**config.mk**
```make
export PLATFORM = sky130hd
export DESIGN_NAME = result_serializer
export DESIGN_NICKNAME = d
export VERILOG_FILES = /design/src/rtl/tpu_pkg.sv /design/src/rtl/result_serializer_byte_shifter.sv /design/src/rtl/result_serializer.sv
export SDC_FILE = /design/constraint.sdc
export NUM_CORES = 1
export LEC_CHECK = 0
export CORE_UTILIZATION = 35
export DETAILED_ROUTE_END_ITERATION = 10
export GPL_TIMING_DRIVEN = 0
export SYNTH_ARGS = -nofsm -noshare
export SYNTH_HDL_FRONTEND = slang
export SYNTH_HIERARCHICAL = 1
export SYNTH_SLANG_ARGS = --single-unit
```
**constraint.sdc**
```tcl
create_clock -name clk -period 6.4 [get_ports clk]
set_clock_uncertainty 0.05 [all_clocks]
set_input_delay 0.96 -clock clk [delete_from_list [all_inputs] [get_ports clk]]
set_output_delay 0.96 -clock clk [all_outputs]
set_load 0.01 [all_outputs]
```
**src/rtl/tpu_pkg.sv**
```systemverilog
// Shared TPU definitions: MMU phase timing, accumulator width and result ordering.
package tpu_pkg;

  // Default accumulator width of the systolic MMU (8 or 16).
  localparam int ACC_W_DEFAULT = 16;

  // Cycle indices within an MMU feed/compute phase, shared with the control unit.
  localparam logic [2:0] MMU_CYC_C00     = 3'd2;
  localparam logic [2:0] MMU_CYC_C01_C10 = 3'd3;
  localparam logic [2:0] MMU_CYC_C11     = 3'd4;
  localparam logic [2:0] MMU_CYC_LAST    = 3'd5;

  // Order in which result elements leave the chip; also their slot in a packed set.
  typedef enum logic [1:0] {
    ELEM_C00 = 2'd0,
    ELEM_C01 = 2'd1,
    ELEM_C10 = 2'd2,
    ELEM_C11 = 2'd3
  } result_elem_e;

  // Output serializer states.
  typedef enum logic {
    ST_IDLE   = 1'b0,
    ST_STREAM = 1'b1
  } ser_state_e;

endpackage

```
**src/rtl/result_serializer_byte_shifter.sv**
```systemverilog
// Parallel-load shift buffer presenting one byte at a time, advanced by valid/ready.
module byte_shifter
  import tpu_pkg::*;
#(
  parameter int ACC_W = ACC_W_DEFAULT
) (
  input  logic               clk,
  input  logic               rst,
  input  logic               load,
  input  logic [4*ACC_W-1:0] load_data,
  input  logic               valid,
  input  logic               ready,
  output logic [7:0]         data,
  output logic               last_accept
);

  localparam int BPE    = ACC_W / 8;
  localparam int NBYTES = 4 * BPE;
  localparam int CNT_W  = $clog2(NBYTES);

  logic [4*ACC_W-1:0] sbuf;
  logic [CNT_W-1:0]   byte_cnt;
  logic               is_last;
  logic               advance;

  assign advance     = valid && ready;
  assign is_last     = (byte_cnt == CNT_W'(NBYTES - 1));
  assign last_accept = advance && is_last;
  // The current byte always sits in the low byte; after the final accept the
  // buffer is left untouched so data keeps its last value while idle.
  assign data        = sbuf[7:0];

  // Load a fresh set, or drop the accepted byte and count it.
  always_ff @(posedge clk or posedge rst) begin
    if (rst) begin
      // NOTE: the data buffer is reset too, so a reset mid-stream can never leak old bytes.
      sbuf     <= '0;
      byte_cnt <= '0;
    end else if (load) begin
      sbuf     <= load_data;
      byte_cnt <= '0;
    end else if (advance && !is_last) begin
      sbuf     <= sbuf >> 8;
      byte_cnt <= byte_cnt + CNT_W'(1);
    end
  end

endmodule

```
**src/rtl/result_serializer.sv**
```systemverilog
// Captures 2x2 MMU results during the compute phase into a double buffer and
// streams each completed set off-chip one byte per valid/ready handshake.
module result_serializer
  import tpu_pkg::*;
#(
  parameter int ACC_W = ACC_W_DEFAULT
) (
  input  logic             clk,
  input  logic             rst,
  input  logic             mmu_en,
  input  logic [2:0]       mmu_cycle,
  input  logic [ACC_W-1:0] c00,
  input  logic [ACC_W-1:0] c01,
  input  logic [ACC_W-1:0] c10,
  input  logic [ACC_W-1:0] c11,
  input  logic             out_ready,
  output logic [7:0]       out_data,
  output logic             out_valid,
  output logic             done,
  output logic             overrun,
  output logic             busy
);

  logic [ACC_W-1:0]          cap00, cap01, cap10;
  logic [3:0][ACC_W-1:0]     pend;
  logic                      pending;
  ser_state_e                state, next_state;
  logic                      cap_last;
  logic                      promote;
  logic                      last_accept;

  assign cap_last  = mmu_en && (mmu_cycle == MMU_CYC_C11);
  assign out_valid = (state == ST_STREAM);
  assign busy      = out_valid || pending;

  // Collect partial results as they appear; a complete set lands in pend at cycle 4.
  always_ff @(posedge clk or posedge rst) begin
    if (rst) begin
      cap00 <= '0;
      cap01 <= '0;
      cap10 <= '0;
      pend  <= '0;
    end else if (mmu_en) begin
      // NOTE: non-blocking assignments make pend see the cap registers' old values this edge.
      case (mmu_cycle)
        MMU_CYC_C00: cap00 <= c00;
        MMU_CYC_C01_C10: begin
          cap01 <= c01;
          cap10 <= c10;
        end
        MMU_CYC_C11: begin
          pend[ELEM_C00] <= cap00;
          pend[ELEM_C01] <= cap01;
          pend[ELEM_C10] <= cap10;
          pend[ELEM_C11] <= c11;
        end
        default: ;
      endcase
    end
  end

  // Pending flag, sticky overrun, registered done pulse and state register.
  always_ff @(posedge clk or posedge rst) begin
    if (rst) begin
      state   <= ST_IDLE;
      pending <= 1'b0;
      overrun <= 1'b0;
      done    <= 1'b0;
    end else begin
      state <= next_state;
      if (cap_last) begin
        pending <= 1'b1;
      end else if (promote) begin
        pending <= 1'b0;
      end
      if (cap_last && pending && !promote) begin
        overrun <= 1'b1;
      end
      done <= last_accept;
    end
  end

  // Next-state logic: promote a pending set when idle, return to idle after the last byte.
  always_comb begin
    // NOTE: defaults first, so every path assigns every output and no latch is inferred.
    next_state = state;
    promote    = 1'b0;
    unique case (state)
      ST_IDLE: begin
        if (pending) begin
          promote    = 1'b1;
          next_state = ST_STREAM;
        end
      end
      ST_STREAM: begin
        if (last_accept) begin
          next_state = ST_IDLE;
        end
      end
      default: next_state = ST_IDLE;
    endcase
  end

  byte_shifter #(
    .ACC_W(ACC_W)
  ) u_shifter (
    .clk        (clk),
    .rst        (rst),
    .load       (promote),
    .load_data  (pend),
    .valid      (out_valid),
    .ready      (out_ready),
    .data       (out_data),
    .last_accept(last_accept)
  );

endmodule
```
==> results.cfg <==
[layout]
layout_commonest_cell = dfrtp_1
design_area_sq_mm = 0.00964
drive_above_1_share = 0.260
antenna_cells = 0
nNetsFinal = 790
syn_to_final_growth_pct = 24.3
final_cell_mix = dfrtp_1, a21oi_1, clkdlybuf4s50_1

[yosys]
synth_compound_area_frac = 0.0818
synth_top_area_cell = dfrtp_1
netlist_instances = 614
synth_xor_area_frac = 0.00113
syn_nets = 687
syn_area_per_cell_sq_um = 12.6
ys_seq_area_frac = 0.591
yosysTopAreaCellShare = 0.591
synth.area.top_cells = dfrtp_1, mux2_2, mux2_4
synth_top_family_by_area = multiplexers
ys_types = 27
synth_adder_area_share = 0.00323
yosys_warnings = 6
muxShareOfSynthArea = 0.186
synthesis.area_sq_mm = 0.00775
ys_ff_latch = 183
synthSimpleGateAreaFrac = 0.0918

[power]
power_per_cell_area_mw_per_mm2 = 392
ir_worst_vdd_v = 0.000170
p_leak_nw = 4.25

[timing]
whs_ps = 454
tightestPinTransition_ps = 714
post-route-period-util = 0.426
hold_violations = 0
rsz0062_at_grt = no
period_minus_slack_ps = 2730
fmax_ghz = 0.367
setup_viol = 0
finalSetupTns_ps = 0
drv_slew = 0
slew_headroom = 0.524

[grt]
grt_pass1_vias = 5217
grt_pass1_wl_microns = 27000
antenna_found_initial = 0
track_usage = 0.157
grt_max_degree = 63
overflow = 0

[cts]
cts_buffers = 17
clock_sinks = 183
clk_latency_ps = 430
htreeDepth = 4
clk_pin_slew_ps = 70
clockRootBuffer = clkbuf_16
hold_buffers = 0
cts_resized = 0
postCtsSetupRepairBufs = 0
cts_buffer_depth = 2
cts_tree = yes

[flow_run]
cap_violations = 0

[setup_path]
crit_fanout = 9
cp_data_arrival_time_ps = 1720
regToRegSetupSlack_ps = 4500
crit_path_start_kind = register
reg2reg_depth = 5
reg2reg_from = out_valid$_DFF_PP0_
path_class = register to output port
required_ps = 5390
crit_path_end_kind = output port
timing.rr.end = u_shifter/sbuf[22]$_DFFE_PP0P_

[floorplan]
die_height_microns = 151
io_pins = 83
die_area_sq_mm = 0.0227
die_x_microns = 151
coreArea_sq_mm = 0.0218
start_util = 0.356
num_rows = 54

[run_status]
status = finished, final reports clean

[detailed_routing]
drtIter0Drc = 201
drt_pre_antenna_iters = 4
vias_per_cell = 4.74
wl_microns = 16400
postRouteAntennaNets = 0
drc_errors = 0
vias = 4785
wl_per_cell_microns = 16.2

[placement]
postPlaceCellArea_sq_mm = 0.00897
hpwl_microns = 11900
gp_routability_congestion = 0.793
io_buffers = 82

[min_path]
min_path_type = register to register
holdPathEnd = pend[47]$_DFFE_PP0P_
min-delay-start = cap10[15]$_DFFE_PP0P_
holdPathStages = 1
[final cells by class]
| type | count | area [sq um] |
|---|---|---|
| timing repair buffer | 84 | 868 |
| fill | 2010 | 12100 |
| multi-input combinational | 381 | 2820 |
| buffer | 48 | 344 |
| inverter | 2 | 10.0 |
| clock inverter | 11 | 194 |
| tap | 280 | 350 |
| sequential | 183 | 4580 |
| clock buffer | 21 | 470 |
[metal layers]
metal	global-route usage	part of all wire	up-vias
met4	0.0375	0.0090	0
li1	-	-	2293
met5	0	0	-
met2	0.247	0.47	99
met3	0.0392	0.041	14
met1	0.216	0.48	2379
[registers in the layout, indices dropped and copies added (netlist names)]
name / cells
pending: 1
pend: 64
done: 1
u_shifter/sbuf: 64
cap00: 16
cap01: 16
overrun: 1
out_valid: 1
u_shifter/byte_cnt: 3
cap10: 16
[through the flow]
step	worst slack [ps]	utilization	std cells	total power, W
after detailed placement	3670	0.412	978	0.00263
final	3670	0.443	1010	0.00377
after floorplan	2320	-	614	0.00231
after global routing	3600	0.443	1010	0.00399
after global placement	729	0.410	976	0.00258
after CTS	3650	0.443	1010	0.00381
[power by group]
part | switching [W] | internal (W)
registers | 0.000237 | 0.00153
clock network | 0.000439 | 0.000726
logic | 0.000350 | 0.000491
total | 0.00103 | 0.00275
[synth_stat cells (all sizes together)]
cell    instances
inv             2
or2             1
nor2b          57
clkbuf          8
xnor2           1
nand2          76
nand4b          1
mux2          112
a21oi         114
buf            40
nor2            1
and3            1
a21o            1
a21boi          1
o21ai           8
and3b           1
ha              2
a31o            1
nand3b          1
dfrtp         183
and4bb          2
[worst max-delay path by stage]
stage,start,endpoint,slack (ps),cells past startpoint
2_1_floorplan,rst,cap00[0]$_DFFE_PP0P_,2320,1
3_3_place_gp,rst,cap01[4]$_DFFE_PP0P_,730,2
3_5_place_dp,mmu_cycle[0],cap00[3]$_DFFE_PP0P_,3670,5
4_1_cts,out_valid$_DFF_PP0_,busy,3650,2
5_1_grt,out_valid$_DFF_PP0_,busy,3600,2
6_report,out_valid$_DFF_PP0_,busy,3670,2
[worst max-delay path, stage by stage (launching register included)]
cell	delay, ps
dfrtp_1	470
or2_2	340
clkdlybuf4s50_1	480
[logic make-up (layout without fill, tap and decap cells)]
kind of cell,Yosys count,after routing
buffers and inverters,50,166
AO/OA/AOI/OAI,125,125
flip-flops,183,183
AND/OR/NAND/NOR,141,141
adder cells (fa/ha/maj),2,2
multiplexers,112,112
XOR/XNOR,1,1
Power figures use the tool's default switching activity.
